`src/rtl/rib_arbiter_if.sv`:
```
// ---------------------------------------------------------------------------
// rib_arbiter_if
// Purpose : bundles the three-master request side and the shared RIB slave
//           channel of rib_arbiter into one interface.
// Modports: master - the arbiter itself. It takes requests from the masters
//                    and acts as bus master towards the shared slave.
//           slave  - the environment: the three masters plus the slave device.
// Signals : m_req_i/m_we_i [3], m_addr_i/m_data_i packed 3 x width (master k
//           at [k*W +: W]), m_data_o/m_ack_o/m_err_o completion,
//           s_req_o/s_we_o/s_addr_o/s_data_o slave request, s_data_i/s_ack_i
//           slave response, grant_o current owner, hold_flag_o core stall.
// ---------------------------------------------------------------------------
interface rib_arbiter_if #(
  parameter int unsigned ADDR_W = 32,
  parameter int unsigned DATA_W = 32
);
  logic [2:0]          m_req_i;
  logic [2:0]          m_we_i;
  logic [3*ADDR_W-1:0] m_addr_i;
  logic [3*DATA_W-1:0] m_data_i;
  logic [DATA_W-1:0]   m_data_o;
  logic [2:0]          m_ack_o;
  logic                m_err_o;
  logic                s_req_o;
  logic                s_we_o;
  logic [ADDR_W-1:0]   s_addr_o;
  logic [DATA_W-1:0]   s_data_o;
  logic [DATA_W-1:0]   s_data_i;
  logic                s_ack_i;
  logic [2:0]          grant_o;
  logic                hold_flag_o;

  modport master (
    input  m_req_i, m_we_i, m_addr_i, m_data_i, s_data_i, s_ack_i,
    output m_data_o, m_ack_o, m_err_o, s_req_o, s_we_o, s_addr_o, s_data_o,
           grant_o, hold_flag_o
  );

  modport slave (
    output m_req_i, m_we_i, m_addr_i, m_data_i, s_data_i, s_ack_i,
    input  m_data_o, m_ack_o, m_err_o, s_req_o, s_we_o, s_addr_o, s_data_o,
           grant_o, hold_flag_o
  );
endinterface

```
`src/rtl/rib_arbiter.sv`:
```
// ---------------------------------------------------------------------------
// rib_arbiter
// Purpose : registered 3-master arbiter/sequencer for one shared RIB slave.
//           m0 = core load/store, m1 = core fetch, m2 = JTAG debug.
//           Captures the winning request, drives the slave until ack or
//           TIMEOUT busy cycles, then returns a one-cycle ack (+err on timeout).
// Ports   : clk  - system clock
//           rst  - asynchronous reset, active-low
//           bus  - rib_arbiter_if.master (requests, slave channel, grant_o,
//                  hold_flag_o)
// Config  : RIB_ARB_RR_EN defined   -> round-robin arbitration starting at
//                                      (last owner + 1) mod 3
//           RIB_ARB_RR_EN undefined -> fixed priority m2 > m0 > m1
// ---------------------------------------------------------------------------
module rib_arbiter #(
  parameter int unsigned ADDR_W  = 32,
  parameter int unsigned DATA_W  = 32,
  parameter int unsigned TIMEOUT = 255
) (
  input logic           clk,
  input logic           rst,
  rib_arbiter_if.master bus
);

  typedef enum logic [1:0] {StIdle, StBusy, StDone} state_e;

  // Counter starts at 0 on entry to BUSY, so the last busy cycle sees TIMEOUT-1.
  localparam logic [7:0] CntLast = 8'(TIMEOUT - 1);

  state_e            r_state, w_state_nxt;
  logic [2:0]        r_grant, w_grant_nxt;
  logic [2:0]        r_ack, w_ack_nxt;
  logic              r_err, w_err_nxt;
  logic              r_sreq, w_sreq_nxt;
  logic              r_swe, w_swe_nxt;
  logic [ADDR_W-1:0] r_saddr, w_saddr_nxt;
  logic [DATA_W-1:0] r_sdata, w_sdata_nxt;
  logic [DATA_W-1:0] r_mdata, w_mdata_nxt;
  logic [7:0]        r_cnt, w_cnt_nxt;
  logic [2:0]        w_win;
  logic [1:0]        w_win_idx;

`ifdef RIB_ARB_RR_EN
  logic [1:0] r_ptr, w_ptr_nxt;

  function automatic logic [1:0] rr_idx(input logic [1:0] ptr, input logic [1:0] off);
    logic [2:0] sum;
    sum = {1'b0, ptr} + {1'b0, off};
    return (sum >= 3'd3) ? 2'(sum - 3'd3) : sum[1:0];
  endfunction

  // First requester found searching from the pointer wins.
  always_comb begin
    w_win = 3'b000;
    for (int unsigned i = 0; i < 3; i++) begin
      if (w_win == 3'b000 && bus.m_req_i[rr_idx(r_ptr, 2'(i))]) begin
        w_win = 3'b001 << rr_idx(r_ptr, 2'(i));
      end
    end
  end

  always_comb begin
    w_ptr_nxt = r_ptr;
    if (r_state == StIdle && w_win != 3'b000) begin
      unique case (w_win)
        3'b001:  w_ptr_nxt = 2'd1;
        3'b010:  w_ptr_nxt = 2'd2;
        default: w_ptr_nxt = 2'd0;
      endcase
    end
  end

  always_ff @(posedge clk or negedge rst) begin
    if (!rst) r_ptr <= 2'd0;
    else      r_ptr <= w_ptr_nxt;
  end
`else
  always_comb begin
    w_win = 3'b000;
    if (bus.m_req_i[2])      w_win = 3'b100;
    else if (bus.m_req_i[0]) w_win = 3'b001;
    else if (bus.m_req_i[1]) w_win = 3'b010;
  end
`endif

  // One-hot winner to index: 001->0, 010->1, 100->2.
  assign w_win_idx = {w_win[2], w_win[1]};

  always_comb begin
    w_state_nxt = r_state;
    w_grant_nxt = r_grant;
    w_ack_nxt   = 3'b000;
    w_err_nxt   = r_err;
    w_sreq_nxt  = r_sreq;
    w_swe_nxt   = r_swe;
    w_saddr_nxt = r_saddr;
    w_sdata_nxt = r_sdata;
    w_mdata_nxt = r_mdata;
    w_cnt_nxt   = r_cnt;
    unique case (r_state)
      StIdle: begin
        w_cnt_nxt   = 8'd0;
        w_err_nxt   = 1'b0;
        w_grant_nxt = 3'b000;
        if (w_win != 3'b000) begin
          w_state_nxt = StBusy;
          w_grant_nxt = w_win;
          w_sreq_nxt  = 1'b1;
          w_swe_nxt   = bus.m_we_i[w_win_idx];
          w_saddr_nxt = bus.m_addr_i[32'(w_win_idx) * ADDR_W +: ADDR_W];
          w_sdata_nxt = bus.m_data_i[32'(w_win_idx) * DATA_W +: DATA_W];
        end
      end
      StBusy: begin
        // Ack takes precedence over a coincident timeout.
        if (bus.s_ack_i) begin
          w_state_nxt = StDone;
          w_mdata_nxt = bus.s_data_i;
          w_err_nxt   = 1'b0;
          w_sreq_nxt  = 1'b0;
          w_ack_nxt   = r_grant;
        end else if (r_cnt == CntLast) begin
          w_state_nxt = StDone;
          w_mdata_nxt = '0;
          w_err_nxt   = 1'b1;
          w_sreq_nxt  = 1'b0;
          w_ack_nxt   = r_grant;
        end else begin
          w_cnt_nxt = r_cnt + 8'd1;
        end
      end
      StDone: begin
        w_state_nxt = StIdle;
        w_grant_nxt = 3'b000;
        w_cnt_nxt   = 8'd0;
        w_err_nxt   = 1'b0;
      end
      default: begin
        w_state_nxt = StIdle;
        w_grant_nxt = 3'b000;
        w_sreq_nxt  = 1'b0;
      end
    endcase
  end

  always_ff @(posedge clk or negedge rst) begin
    if (!rst) begin
      r_state <= StIdle;
      r_grant <= 3'b000;
      r_ack   <= 3'b000;
      r_err   <= 1'b0;
      r_sreq  <= 1'b0;
      r_swe   <= 1'b0;
      r_saddr <= '0;
      r_sdata <= '0;
      r_mdata <= '0;
      r_cnt   <= 8'd0;
    end else begin
      r_state <= w_state_nxt;
      r_grant <= w_grant_nxt;
      r_ack   <= w_ack_nxt;
      r_err   <= w_err_nxt;
      r_sreq  <= w_sreq_nxt;
      r_swe   <= w_swe_nxt;
      r_saddr <= w_saddr_nxt;
      r_sdata <= w_sdata_nxt;
      r_mdata <= w_mdata_nxt;
      r_cnt   <= w_cnt_nxt;
    end
  end

  assign bus.grant_o  = r_grant;
  assign bus.m_ack_o  = r_ack;
  assign bus.m_err_o  = r_err;
  assign bus.m_data_o = r_mdata;
  assign bus.s_req_o  = r_sreq;
  assign bus.s_we_o   = r_swe;
  assign bus.s_addr_o = r_saddr;
  assign bus.s_data_o = r_sdata;

  // Gated by rst so every output reads 0 while reset is held.
  assign bus.hold_flag_o = rst & ((r_grant[0] | r_grant[2]) |
                                  ((r_state == StIdle) & (bus.m_req_i[0] | bus.m_req_i[2])));

endmodule
```
`src/flat_wrapper.sv`:
```
// flat-port wrapper written by rule: the top's interface ports become plain ports
module rib_arbiter_flat 
#(
  parameter int unsigned ADDR_W  = 32,
  parameter int unsigned DATA_W  = 32,
  parameter int unsigned TIMEOUT = 255
)
  (clk, rst, bus_m_req_i, bus_m_we_i, bus_m_addr_i, bus_m_data_i, bus_s_data_i, bus_s_ack_i, bus_m_data_o, bus_m_ack_o, bus_m_err_o, bus_s_req_o, bus_s_we_o, bus_s_addr_o, bus_s_data_o, bus_grant_o, bus_hold_flag_o);
  rib_arbiter_if #(.ADDR_W(ADDR_W), .DATA_W(DATA_W)) bus_i ();
  input logic clk;
  input logic rst;
  input wire logic [$bits(bus_i.m_req_i)-1:0] bus_m_req_i;
  input wire logic [$bits(bus_i.m_we_i)-1:0] bus_m_we_i;
  input wire logic [$bits(bus_i.m_addr_i)-1:0] bus_m_addr_i;
  input wire logic [$bits(bus_i.m_data_i)-1:0] bus_m_data_i;
  input wire logic [$bits(bus_i.s_data_i)-1:0] bus_s_data_i;
  input wire logic [$bits(bus_i.s_ack_i)-1:0] bus_s_ack_i;
  output wire logic [$bits(bus_i.m_data_o)-1:0] bus_m_data_o;
  output wire logic [$bits(bus_i.m_ack_o)-1:0] bus_m_ack_o;
  output wire logic [$bits(bus_i.m_err_o)-1:0] bus_m_err_o;
  output wire logic [$bits(bus_i.s_req_o)-1:0] bus_s_req_o;
  output wire logic [$bits(bus_i.s_we_o)-1:0] bus_s_we_o;
  output wire logic [$bits(bus_i.s_addr_o)-1:0] bus_s_addr_o;
  output wire logic [$bits(bus_i.s_data_o)-1:0] bus_s_data_o;
  output wire logic [$bits(bus_i.grant_o)-1:0] bus_grant_o;
  output wire logic [$bits(bus_i.hold_flag_o)-1:0] bus_hold_flag_o;
  assign bus_i.m_req_i = bus_m_req_i;
  assign bus_i.m_we_i = bus_m_we_i;
  assign bus_i.m_addr_i = bus_m_addr_i;
  assign bus_i.m_data_i = bus_m_data_i;
  assign bus_i.s_data_i = bus_s_data_i;
  assign bus_i.s_ack_i = bus_s_ack_i;
  assign bus_m_data_o = bus_i.m_data_o;
  assign bus_m_ack_o = bus_i.m_ack_o;
  assign bus_m_err_o = bus_i.m_err_o;
  assign bus_s_req_o = bus_i.s_req_o;
  assign bus_s_we_o = bus_i.s_we_o;
  assign bus_s_addr_o = bus_i.s_addr_o;
  assign bus_s_data_o = bus_i.s_data_o;
  assign bus_grant_o = bus_i.grant_o;
  assign bus_hold_flag_o = bus_i.hold_flag_o;
  rib_arbiter #(.ADDR_W(ADDR_W), .DATA_W(DATA_W), .TIMEOUT(TIMEOUT)) u_core (.clk(clk), .rst(rst), .bus(bus_i));
endmodule
```
`config.mk`:
```
export PLATFORM = sky130hd
export DESIGN_NAME = rib_arbiter_flat
export DESIGN_NICKNAME = d
export VERILOG_FILES = /design/src/rtl/rib_arbiter_if.sv /design/src/rtl/rib_arbiter.sv /design/src/flat_wrapper.sv
export SDC_FILE = /design/constraint.sdc
export NUM_CORES = 1
export LEC_CHECK = 0
export BUFFER_PORTS_ARGS = -buffer_cell sky130_fd_sc_hd__buf_2
export CAP_MARGIN = 0
export CORE_AREA = 2 2 130 132
export CTS_BUF_LIST = sky130_fd_sc_hd__clkbuf_4
export CTS_CLUSTER_SIZE = 25
export DETAILED_ROUTE_END_ITERATION = 16
export DIE_AREA = 0 0 132 134
export MAX_ROUTING_LAYER = met4
export PLACE_DENSITY = 0.78
export SLEW_MARGIN = 20
export SYNTH_ARGS = -nofsm -noshare
export SYNTH_HDL_FRONTEND = slang
export SYNTH_SLANG_ARGS = --single-unit
```
`constraint.sdc`:
```
create_clock -name clk -period 5.7 [get_ports clk]
set_clock_uncertainty 0.2 [all_clocks]
set_input_delay 0.855 -clock clk [delete_from_list [all_inputs] [get_ports clk]]
set_output_delay 0.855 -clock clk [all_outputs]
set_load 0.02 [all_outputs]
```
======== Word level (Yosys, flattened, before mapping) ========
Index checks and enable logic that the tools add are counted.
word-level totals
  register bits after elaboration ......... 115
  input port bits ......................... 233
  output and inout port bits .............. 106
  word-level logic and storage cells ...... 64
cells by class
  $add $sub $neg .......................... 1
  $lt $le $gt $ge ......................... 1
  eq/ne operators ......................... 7
  shift-type cells ........................ 2
  mux-type cells .......................... 26
  bitwise logic cells ..................... 6
  reduce and logical (&&, ||, !) cells .... 11
operators by type and width
  operator                                                                       count
  96-bit by 8-bit variable part select with 32-bit output                        2
  32-bit 2-to-1 mux                                                              2
  3-bit 2-to-1 mux                                                               6
  8-bit 2-to-1 mux                                                               2
  8-bit case mux with 2 select lines                                             1
  8-bit by 1-bit adder with 8-bit output (second input constant)                 1
  8-bit == test (second input constant)                                          1
  2-bit 2-to-1 mux                                                               4
  2-bit AND reduction                                                            4
  1-bit 2-to-1 mux                                                               6
  3-bit case mux with 2 select lines                                             1
  3-bit AND reduction                                                            2
  2-bit != test (second input constant)                                          2
  2-bit case mux with 2 select lines                                             1
  2-bit nonzero test                                                             2
  2-bit by 3-bit less-than comparator with 1-bit output (second input constant)  1
  3-bit by 2-bit != test with 1-bit output (second input constant)               1
  1-bit bitwise OR                                                               3
  1-bit case mux with 3 select lines                                             1
  3-bit nonzero test                                                             1
  1-bit AND                                                                      2
  1-bit binary-select mux with 2-bit select                                      1
  2-bit by 1-bit == test with 1-bit output (second input constant)               1
  2-bit == test (second input constant)                                          1
  5 further kinds                                                                5

======== Logic depth before layout (Yosys ltp) ========
Gate-level depths: netlist (run 1).
  word-level depth ........................ 6
  mapped depth ............................ 7
  depth with buffers taken out ............ 5

======== Worst setup path after synthesis (run 1) ========
OpenSTA, ideal clock, no wires.
  path kind ............................... input to output
  from .................................... input bus_m_req_i[2]
  to ...................................... output bus_hold_flag_o
  data arrival time ....................... 1.733 ns
  required time ........................... 4.645 ns
  slack ................................... 2.912 ns
  stages on the path ...................... 5
  buffers on the path ..................... 2
  path through ............................ clkbuf_1 > clkbuf_1 > nor2_1 > nor2_1 > o31a_1
on the way
  word-level cells in the longest chain between the ends .. 4
RTL lines
  element           line                RTL
  start, declared   flat_wrapper.sv:12  input wire logic [$bits(bus_i.m_req_i)-1:0] bus_m_req_i;
  1-bit bitwise OR  rib_arbiter.sv:183  ((r_state == StIdle) & (bus.m_req_i[0] | bus.m_req_i[2])));
  1-bit AND         rib_arbiter.sv:183
  1-bit bitwise OR  rib_arbiter.sv:182  assign bus.hold_flag_o = rst & ((r_grant[0] | r_grant[2]) |
  1-bit AND         rib_arbiter.sv:182
  end, declared     flat_wrapper.sv:26  output wire logic [$bits(bus_i.hold_flag_o)-1:0] bus_hold_flag_o;
Every way passes these cells.

======== Worst setup path after layout (run 1) ========
  from .................................... register u_core.r_state[0]
  to ...................................... output bus_hold_flag_o
on the way
  word-level cells in the longest chain between the ends .. 4
RTL lines
  element                 line                RTL
  start, declared         rib_arbiter.sv:30   state_e r_state, w_state_nxt;
  start signal, assigned  rib_arbiter.sv:148  r_state <= StIdle;
  start signal, assigned  rib_arbiter.sv:159  r_state <= w_state_nxt;
  2-bit zero test         rib_arbiter.sv:183
  1-bit AND               rib_arbiter.sv:183
  1-bit bitwise OR        rib_arbiter.sv:182
  1-bit AND               rib_arbiter.sv:182
Every way passes these cells.

==> impl_results.md, run 1 <==
- Hold_buf cts: 1
- Critical path data required time: 4.64 ns
- # clock sinks: 115
- Comb power frac: 48.8%
- Rows: 47
- Placer Congestion: 0.8883
- Syn nets: slightly above 900
- Asr flop ratio synth: 100.0%
- Synth cell count leaders: dfrtp_1, o21ai_0, and3b_1, a211oi_1
- Setup TNS: 0 ns
- Routed len/inst: 17.47 um
- Worst path bufs/invs: 1
- Setup-violating endpoint count in the final report: 0
- Initial drt markers: between 300 and 400
- Syn_area_per_cell: 9.513 sq um
- First-pass iteration count of the detailed router: 5
- Crit path from: u_core.r_state[0]$_DFFE_PN0P_
- Initial Utilization: 39.60%
- Drt drc: 0
- Status: completed
- FF-to-FF setup slack: 2.57 ns
- Yosys reg bits: 115
- Sequential fraction of the synthesis area: 44.62%
- Clock power share: 14.5%
- Largest net degree at the start of global routing: 94
- H-tree Lvls: 4
- CTS tree: built
- Clock buffers created by TritonCTS: 17
- Critical Path Slowest Stage Cell: dfrtp_1
- Worst-Skew Late Latency: 0.52 ns
- Critical Path Fanout Max: between 60 and 70
- Least-Margin Pin Slew: about 0.83 ns
- Cell count along the critical path: 4
- Final hold vios: 0
- Mapped Area: 0.006450 sq mm
- Pint: 2.137 mW
- Fin cells: 1208
- Max_slew headroom: 44.84%
- CP Cell Sequence: or2_4 > nor2_1 > o31a_1 > buf_2
- Synth area leaders: dfrtp_1, and3b_1, a211oi_1, o31ai_1, o21ai_0
- Fillers: 1555
- Setup Fix Bufs, Post-CTS: 0
- RSZ-0062 raised after global routing: no
- CP top delay family: flip-flops
- Total power: around 3.9 mW
- Sequential power share: between 30% and 40%
- Via count: 6537
- Layout overhead on the synthesized area: 31.35%
- Most frequent cell after synthesis: dfrtp_1
- Worst setup SP type: flop
- Synth warnings: 0
- Post-CTS resize count: 0
- Crit end category: primary output
- Vias in the first global route: 6227
- Highest Clock Rate: 0.2851 GHz
- # IOs: 339
- Arrival @ worst endpoint: 2.45 ns
- Deepest clock path buffer count: 2
- Via-per-instance ratio: 5.411
- Worst setup path end: bus_hold_flag_o
- Critical path type: flop to primary output
- Clock Pin Slew Worst Setup and Hold Paths: 0.10 ns
- Synth unique cells: 40
- Pwr dens: approximately 460 mW/mm^2
- Max Slew Vio Count: 0
- Synth Flop Type: dfrtp_1
- Max_cap viols: 0
- Core region area: 0.01629 sq mm
- Remaining antenna violation count: 0
- Cells after DPL: about 1200
- Die H: 134 um
- P_leak: 4.347 nW
- Worst Hold Class: flop to flop
- Initial antenna violation count: 1
- Syn Inst Count: just under 700
- Hold depth: 2
- Final core occ: 52.01%
- HPWL after detailed placement: 15400 um
- Total GRT Usage: 24.17%
- First-pass GRT wire length: 32610 um
- Worst reg2reg path endpoint: u_core.bus.s_data_o[30]$_DFFE_PN0P_
- Nets: 1210
- Post-Layout Inst Area: 0.008472 sq mm
- Peak VDD IR: around 0.22 mV
- Post-Route WL: 21100 um
- CTS root buffer: clkbuf_4
- Layout cells sized above 1: slightly below 40%
- Sw Share: around 46%
- Final period utilization: 61.54%
- Synth top area share: approximately 45%
- Switching Power: between 1.5 and 2 mW
- Worst R2R Start: u_core.r_state[0]$_DFFE_PN0P_
- Die ar.: 0.01769 sq mm
- Input/output buffers: 338
- Post-route minimum period: about 3.5 ns
- Gr ovfl total: 0
- Placed cell areas: 0.008200 sq mm
- Crit path largest cell delay: 0.78 ns
- Worst Reg-to-Reg Cells: 4
- Post-synth EDFFs: 0
- Post-synth top area cell: dfrtp_1
- Overall die width: 132 um
[stage by stage]
| stage | hold slack [ns] | setup WS (ns) |
|---|---|---|
| after global placement | 0.2719 | 2.081 |
| after floorplan | 0.3092 | 2.912 |
| after detailed placement | 0.2813 | 2.049 |
| after CTS | 0.3044 | 2.083 |
| final | 0.3024 | 2.192 |
| after global routing | 0.3115 | 1.914 |
[how the worst min path moves through the flow]
stage | to | startpoint
after floorplan | u_core.r_cnt[7]$_DFFE_PN0P_ | u_core.r_cnt[6]$_DFFE_PN0P_
after global placement | u_core.bus.s_addr_o[4]$_DFFE_PN0P_ | u_core.bus.s_addr_o[4]$_DFFE_PN0P_
after detailed placement | u_core.bus.s_addr_o[7]$_DFFE_PN0P_ | u_core.bus.s_addr_o[7]$_DFFE_PN0P_
after CTS | u_core.bus.s_addr_o[7]$_DFFE_PN0P_ | u_core.bus.s_addr_o[7]$_DFFE_PN0P_
after global routing | u_core.bus.m_data_o[19]$_DFFE_PN0P_ | bus_s_data_i[19]
final | u_core.bus.s_addr_o[7]$_DFFE_PN0P_ | u_core.bus.s_addr_o[7]$_DFFE_PN0P_
[power by group through the flow]
stage,clock network [mW],logic (mW),registers [mW]
after floorplan,0,0.820,1.85
after global placement,0,1.89,1.43
after detailed placement,0,1.93,1.46
final,0.568,1.91,1.44
after CTS,0.589,1.93,1.44
after global routing,0.624,2.08,1.49
[cells in the final DEF, fill, tap and decap left out, drive strengths merged, types with 2 or more instances in the layout]
cell type,count
a22oi,33
and3b,67
mux2i,5
clkinvlp,2
nor2b,65
and3,5
nor2,9
bufinv,2
dfrtp,115
o221a,2
a211oi,66
nor3,2
nand2,7
a21oi,2
a31oi,2
clkinv,7
a311oi,2
and2,2
or2,2
buf,349
o31ai,66
clkbuf,19
ha,2
inv,38
o21ai,99
nand2b,5
[registers in the layout, indices dropped and copies added (netlist names)]
register,cells
u_core.bus.s_we_o,1
u_core.bus.m_data_o,32
u_core.bus.s_data_o,32
u_core.bus.m_err_o,1
u_core.r_cnt,8
u_core.bus.s_addr_o,32
u_core.bus.m_ack_o,3
u_core.r_state,2
u_core.bus.grant_o,3
u_core.bus.s_req_o,1
[worst reg2reg max path, cell delays in order, from the launching register on]
cell     delay [ns]
dfrtp_1        0.78
or2_4          0.67
or2_2          0.67
buf_4          0.49
o31ai_1        0.18
[routing by layer]
metal,routed length (um),GRT usage [%]
met5,0,-
met4,888,12.32
met3,1522,5.745
met2,9977,38.14
met1,8714,29.05
[cell type report]
class	instances	area (sq um)	area share (%)
Multi-Input combinational cell	454	3131	36.95
Inverter	37	138.9	1.639
Timing Repair Buffer	350	1789	21.12
Tap cell	220	275.3	3.249
Clock buffer	19	142.6	1.684
Sequential cell	115	2878	33.97
Clock inverter	12	115.1	1.359
Antenna cell	1	2.502	0.02954
[cells by family after synthesis]
family                   after synthesis  share of synthesized area (%)
AO/OA/AOI/OAI                        277                          28.59
AND/OR/NAND/NOR                      170                          18.64
flip-flops                           115                          44.62
buffers and inverters                109                          6.983
multiplexers                           5                         0.7760
adder cells (fa/ha/maj)                2                         0.3879
Power figures use the tool's default switching activity.
==> run 2, diff against run 1 <==
--- a/config.mk
+++ b/config.mk
@@ -5,15 +5,16 @@
 export SDC_FILE = /design/constraint.sdc
 export NUM_CORES = 1
 export LEC_CHECK = 0
+export ABC_AREA = 1
 export BUFFER_PORTS_ARGS = -buffer_cell sky130_fd_sc_hd__buf_2
 export CAP_MARGIN = 0
-export CORE_AREA = 2 2 130 132
+export CORE_AREA = 2 2 132 134
 export CTS_BUF_LIST = sky130_fd_sc_hd__clkbuf_4
 export CTS_CLUSTER_SIZE = 25
 export DETAILED_ROUTE_END_ITERATION = 16
-export DIE_AREA = 0 0 132 134
+export DIE_AREA = 0 0 134 136
 export MAX_ROUTING_LAYER = met4
-export PLACE_DENSITY = 0.78
+export PLACE_DENSITY = 0.73
 export SLEW_MARGIN = 20
 export SYNTH_ARGS = -nofsm -noshare
 export SYNTH_HDL_FRONTEND = slang
==> constraint.sdc (replaced) <==
create_clock -name clk -period 3.3 [get_ports clk]
set_clock_uncertainty 0.2 [all_clocks]
set_input_delay 0.495 -clock clk [delete_from_list [all_inputs] [get_ports clk]]
set_output_delay 0.495 -clock clk [all_outputs]
set_load 0.02 [all_outputs]
==> run 2 against run 1 <==
Net effect:
- routed wire length decreased by 2.0%
- power increased by 67%
- critical path depth increased by 1
- die area increased by 3.0%
- sequential power increased by 68%
- non-clock buffer count increased by 31
- worst setup slack got worse by 1.6 ns
- via count increased by 4.2%
- final area decreased by 1.9%
- worst hold slack got worse by 0.25 ns
- critical path type unchanged
- largest power group unchanged
- highest routed layer unchanged
==> impl_results.md, run 2 <==
- Post-synth EDFFs: 0
- Worst hold slack: between 0.05 and 0.06 ns
- Total GRT Usage: a little under a quarter
- Asr flop ratio synth: 100.0%
- Setup-violating endpoint count in the final report: 0
- Input/output buffers: 338
- Synth Flop Type: dfrtp_1
- Placed cell areas: 0.007762 sq mm
- First-pass iteration count of the detailed router: 5
- Worst-Skew Late Latency: ~0.52 ns
- Post-CTS resize count: 0
- Clock power share: 13.2%
- Deepest clock path buffer count: 2
- Setup TNS: 0 ns
- Status: completed
- Placer Congestion: ~0.85
- Die ar.: between 0.015 and 0.02 sq mm
- Max_slew headroom: between 40% and 50%
- Routed length on met1: 8232 um
- Most frequent cell after synthesis: nand2_1
- Initial drt markers: roughly 420
- Final period utilization: 80.97%
- FF-to-FF setup slack: 1.24 ns
- Remaining antenna violation count: 0
- Die H: 136 um
- Worst setup SP type: flop
- Overall die width: 134 um
- Highest Clock Rate: 0.3742 GHz
- Initial antenna violation count: 1
- Pwr dens: 789.3 mW/mm^2
- Sequential fraction of the synthesis area: approximately 48%
- Post-synth top area cell: dfrtp_1
- Routed len/inst: 14.83 um
- Syn nets: roughly 1100
- Yosys reg bits: 115
- Max_cap viols: 0
- Nets: around 1400
- Least-Margin Pin Slew: 0.8418 ns
- Mapped Area: 0.005974 sq mm
- Max Slew Vio Count: 0
- Gr ovfl total: 0
- Via count: roughly 7000
- Syn_area_per_cell: 7.295 sq um
- First-pass GRT wire length: 31830 um
- Sequential power share: 37.0%
- Clock buffers created by TritonCTS: 17
- Switching Power: 3.080 mW
- Critical Path Fanout Max: 7
- Final hold vios: 0
- Sw Share: 46.96%
- Synth unique cells: 21
- Metal3 WL: approximately 1600 um
- Synth top area share: 48.17%
- Most common cell after layout, fill and taps aside: buf_2
- Post-route minimum period: 2.672 ns
- Post-Layout Inst Area: 0.008309 sq mm
- Peak VDD IR: between 0.4 and 0.5 mV
- Synth warnings: 0
- Clock Pin Slew Worst Setup and Hold Paths: 0.10 ns
- Critical path type: flop to primary output
- Arrival @ worst endpoint: ~2.0 ns
- Via-per-instance ratio: 4.885
- Drt drc: 0
- Syn Inst Count: 819
- CTS tree: built
- HPWL after detailed placement: approximately 15000 um
- Initial Utilization: about 35%
- Most frequent cells in the layout: buf_2, nand2_1, a21oi_1, dfrtp_1, nand3_1
- Post-Route WL: 20690 um
- Met2 wire len: 10460 um
- # clock sinks: 115
- Vias in the first global route: between 6000 and 7000
- Hold_buf cts: 31
- Max layer used: met4
- H-tree Lvls: 4
- Critical path data required time: 2.60 ns
- CTS root buffer: clkbuf_4
- P_leak: 4.512 nW
- Rows: 48
- Synth cell count leaders: nand2_1, a21oi_1, dfrtp_1, nand3_1, nor2_1
- Pint: 3.478 mW
- Setup Fix Bufs, Post-CTS: 0
- # IOs: roughly 340
- Crit end category: primary output
- Largest net degree at the start of global routing: just under 70
- Layout cells sized above 1: 32.88%
- Total power: 6.558 mW
- Comb power frac: 49.8%
- Synth area leaders: dfrtp_1, nand2_1, a21oi_1, nand3_1, nor2_1
- Worst Hold Class: primary input to flop
- RSZ-0062 raised after global routing: no
- Core region area: 0.01688 sq mm
- Final core occ: between 40 and 50%
- Layout overhead on the synthesized area: 39.08%
## run 2: cell types whose count changed after synthesis, sizes merged, moves of 67 or more
cell / previous run / this run
a21oi: 2 / 130
and3b: 67 / 0
nand2: 7 / 293
nand3: 1 / 110
nor2: 9 / 78
o21ai: 99 / 8
## run 2: final timing paths
| path | from | endpoint | cells after the start |
|---|---|---|---|
| setup / recovery | u_core.r_state[0]$_DFFE_PN0P_ | bus_hold_flag_o | 5 |
| hold / removal | bus_m_addr_i[64] | u_core.bus.s_addr_o[0]$_DFFE_PN0P_ | 3 |
| setup reg to reg | u_core.r_state[0]$_DFFE_PN0P_ | u_core.bus.m_data_o[27]$_DFFE_PN0P_ | 8 |
| hold reg to reg | u_core.bus.m_data_o[10]$_DFFE_PN0P_ | u_core.bus.m_data_o[10]$_DFFE_PN0P_ | 2 |
| max in group asynchronous | rst | u_core.bus.s_data_o[4]$_DFFE_PN0P_ | 3 |
| min in group asynchronous | rst | u_core.bus.s_data_o[30]$_DFFE_PN0P_ | 3 |
## run 2: layout make-up
class | count | area, sq um
inverter | 16 | 60.06
sequential | 115 | 2878
multi-input combinational | 628 | 2736
antenna | 2 | 5.005
tap | 225 | 281.5
clock buffer | 19 | 142.6
timing repair buffer | 381 | 2137
clock inverter | 9 | 68.82
fill | 1667 | 8567
## run 2: metal layers
layer	vias up	GRT usage (%)
met4	0	7.506
met2	283	39.54
li1	3341	-
met5	-	-
met1	3161	26.29
met3	29	5.817
## run 2: metrics by stage
stage                     instances  setup WS [ns]
final                          1395         0.6280
after global routing           1395         0.4207
after CTS                      1391         0.5618
after detailed placement       1332         0.8633
after global placement         1332         0.8995
after floorplan                 819          1.296
## run 2: power groups by stage
stage               Sequential [mW]  Combinational, mW  Clock [mW]
finish                         2.42               3.27       0.868
CTS                            2.42               3.28       0.901
detailed placement             2.43               3.26           0
global placement               2.42               3.21           0
floorplan                      3.17               1.33           0
global route                   2.50               3.61       0.973
## run 2: critical path, cell delays in order (launching register included)
cell     delay, ns
dfrtp_1       0.48
nor2_1        0.35
inv_1         0.14
nor2_1        0.19
o31a_1        0.15
buf_2         0.16
## run 2: kinds of logic (layout without fill, tap and decap cells)
logic type,Yosys count,after routing,share of synthesized area [%]
adder cells (fa/ha/maj),2,2,0.4188
buffers and inverters,76,425,6.199
AO/OA/AOI/OAI,142,142,12.04
flip-flops,115,115,48.17
AND/OR/NAND/NOR,482,482,32.88
XOR/XNOR,2,2,0.2932
other,0,2,0
==> run 3, diff against run 2 <==
--- a/config.mk
+++ b/config.mk
@@ -14,7 +14,7 @@
 export DETAILED_ROUTE_END_ITERATION = 16
 export DIE_AREA = 0 0 134 136
 export MAX_ROUTING_LAYER = met4
-export PLACE_DENSITY = 0.73
+export PLACE_DENSITY = 0.76
 export SLEW_MARGIN = 20
 export SYNTH_ARGS = -nofsm -noshare
 export SYNTH_HDL_FRONTEND = slang
==> constraint.sdc (replaced) <==
create_clock -name clk -period 2.4 [get_ports clk]
set_clock_uncertainty 0.2 [all_clocks]
set_input_delay 0.36 -clock clk [delete_from_list [all_inputs] [get_ports clk]]
set_output_delay 0.36 -clock clk [all_outputs]
set_load 0.02 [all_outputs]
==> run 3 against run 2 <==
Net effect:
- the flow now finishes with violations (setup timing)
- worst hold slack improved by 0.21 ns
- sequential share of layout area fell by 6.4 points
- routed wire length rose by 28%
- sequential cell count did not move
- critical path depth rose by 4
- non-clock buffer count rose by 184
- die area did not move
- clock-buffer cell count rose by 3
- critical endpoint is now u_core.bus.s_addr_o[5]$_DFFE_PN0P_
- largest cell class is now non-clock buffers
==> impl_results.md, run 3 (same netlist as run 2, synthesis figures left out) <==
- Critical path type: primary input to flop
- Die H: 136 um
- H-tree Lvls: 4
- Initial antenna violation count: 3
- Metal3 WL: 2414 um
- Routed length on met1: 10210 um
- Critical Path Slowest Stage Cell: dlygate4sd3_1
- Clock buffers created by TritonCTS: 17
- Max Slew Vio Count: 0
- Peak VDD IR: approximately 0.73 mV
- Initial Utilization: roughly 35%
- Vias in the first global route: roughly 8200
- Total power: 10.05 mW
- Placement Setup Slack: 0.4527 ns
- Sw Share: 46.10%
- Drt drc: 0
- Worst reg2reg path endpoint: u_core.bus.s_addr_o[21]$_DFFE_PN0P_
- Most frequent cells in the layout: buf_2, nand2_1, dlygate4sd3_1, a21oi_1, dfrtp_1
- Worst-Skew Late Latency: 0.51 ns
- Final hold vios: 0
- Crit end category: flop
- Worst setup SP type: primary input
- Layout overhead on the synthesized area: 70.97%
- Post-route minimum period: 2.402 ns
- Critical path data required time: 2.63 ns
- CTS root buffer: clkbuf_4
- Highest Clock Rate: 0.4163 GHz
- Remaining antenna violation count: 0
- Setup ws final: -0.002115 ns
- Core region area: 0.01688 sq mm
- Failing checks: setup timing
- Clock power share: 13.4%
- Layout cells sized above 1: 29.72%
- Clock Pin Slew Worst Setup and Hold Paths: 0.11 ns
- RSZ-0062 raised after global routing: no
- Pint: 5.420 mW
- Crit path largest cell delay: 0.57 ns
- Input/output buffers: 338
- Largest net degree at the start of global routing: roughly 120
- Met2 wire len: approximately 13000 um
- HPWL after detailed placement: 15020 um
- Gr ovfl total: 0
- CTS tree: built
- Post-Route WL: 26550 um
- Final period utilization: 100.1%
- CP Cell Sequence: dlygate4sd3_1 > buf_2 > nor2_4 > buf_6 > nand3_1 > nand2_1 > dlygate4sd3_1 > nand2_1 > a21oi_1
- Total GRT Usage: 29.27%
- Arrival @ worst endpoint: 2.64 ns
- Nets: 1578
- Max layer used: met4
- # clock sinks: 115
- Status: complete, but fails checks
- Comb power frac: 53.0%
- Overall die width: 134 um
- Placer Congestion: 0.8502
- Die ar.: 0.01822 sq mm
- Switching Power: 4.635 mW
- Rows: 48
- Worst Hold Class: primary input to asynchronous set/reset pin
- Initial drt markers: 546
- Most common cell after layout, fill and taps aside: buf_2
- Setup TNS: -0.002115 ns
- Max_cap viols: 0
- Via-per-instance ratio: 5.098
- Worst R2R Start: u_core.r_state[1]$_DFFE_PN0P_
- Pwr dens: 984.3 mW/mm^2
- Worst Reg-to-Reg Cells: 7
- Via count: between 8000 and 9000
- FF-to-FF setup slack: 0.30 ns
- Routed len/inst: about 17 um
- First-pass GRT wire length: 40720 um
- Critical Path Fanout Max: 35
- First-pass iteration count of the detailed router: 5
- Sequential power share: between 30% and 40%
- Max_slew headroom: between 50% and 60%
- P_leak: 5.306 nW
- Least-Margin Pin Slew: approximately 0.65 ns
- Deepest clock path buffer count: 2
- Setup-violating endpoint count in the final report: 1
- # IOs: 339
run 3: cell types whose count changed in the layout (fill, tap and decap cells not counted), sizes merged:
cell,before,now
clkinv,7,6
dlygate4sd3,33,208
clkinvlp,1,3
clkbuf,19,22
buf,348,357
diode,2,3
run 3: worst max-delay path, delay by kind of cell:
kind | cells | cell delay, ns
AO/OA/AOI/OAI | 1 | 0.19
buffers and inverters | 4 | 1.57
AND/OR/NAND/NOR | 4 | 0.49
run 3: metal layers:
layer / GRT usage [%] / up-vias
li1: - / 3713
met1: 33.52 / 3715
met2: 47.24 / 527
met3: 8.054 / 120
met4: 15.07 / 0
met5: - / -
run 3: worst max-delay path by stage:
stage	endpoint	start	slack [ns]
after floorplan	bus_hold_flag_o	bus_m_req_i[2]	0.67
after global placement	u_core.bus.s_addr_o[23]$_DFFE_PN0P_	bus_m_req_i[2]	0.51
after detailed placement	u_core.bus.s_addr_o[2]$_DFFE_PN0P_	bus_m_req_i[2]	0.45
after CTS	bus_hold_flag_o	u_core.r_state[1]$_DFFE_PN0P_	0.009
after global routing	u_core.bus.s_addr_o[11]$_DFFE_PN0P_	bus_m_req_i[0]	0.006
final	u_core.bus.s_addr_o[5]$_DFFE_PN0P_	bus_m_req_i[0]	-0.002
run 3: layout make-up:
| class | count | area, sq um |
|---|---|---|
| Sequential cell | 115 | 2879 |
| Tap cell | 225 | 281.5 |
| Antenna cell | 3 | 7.507 |
| Clock inverter | 10 | 86.33 |
| Clock buffer | 22 | 165.2 |
| Fill cell | 1347 | 6661 |
| Timing Repair Buffer | 565 | 3984 |
| Inverter | 16 | 60.06 |
| Multi-Input combinational cell | 628 | 2751 |
run 3: power by group through the flow:
stage	sequential, mW	combinational (mW)	clock (mW)
6_report	3.37	5.33	1.35
5_1_grt	3.46	5.75	1.49
4_1_cts	3.33	5.18	1.40
3_5_place_dp	3.34	4.55	0
3_3_place_gp	3.36	4.43	0
2_1_floorplan	4.36	1.83	0
run 3: repair_timing:
action / 4_1_cts / 5_1_grt
resized for setup: 1 / 8
setup buffers: 0 / 0
endpoints found under the hold margin: 215 / 0
endpoints found under the setup margin: 1 / 37
hold buffers: 208 / 0
run 3: through the flow:
step	hold slack [ns]	utilization [%]	cell area, sq um	instances
6_report	0.2598	60.53	10210	1584
5_1_grt	0.2615	60.53	10210	1584
4_1_cts	0.2484	60.31	10180	1581
3_5_place_dp	0.2540	46.47	7843	1341
3_3_place_gp	0.2528	46.47	7843	1341
2_1_floorplan	-0.1356	-	5974	819
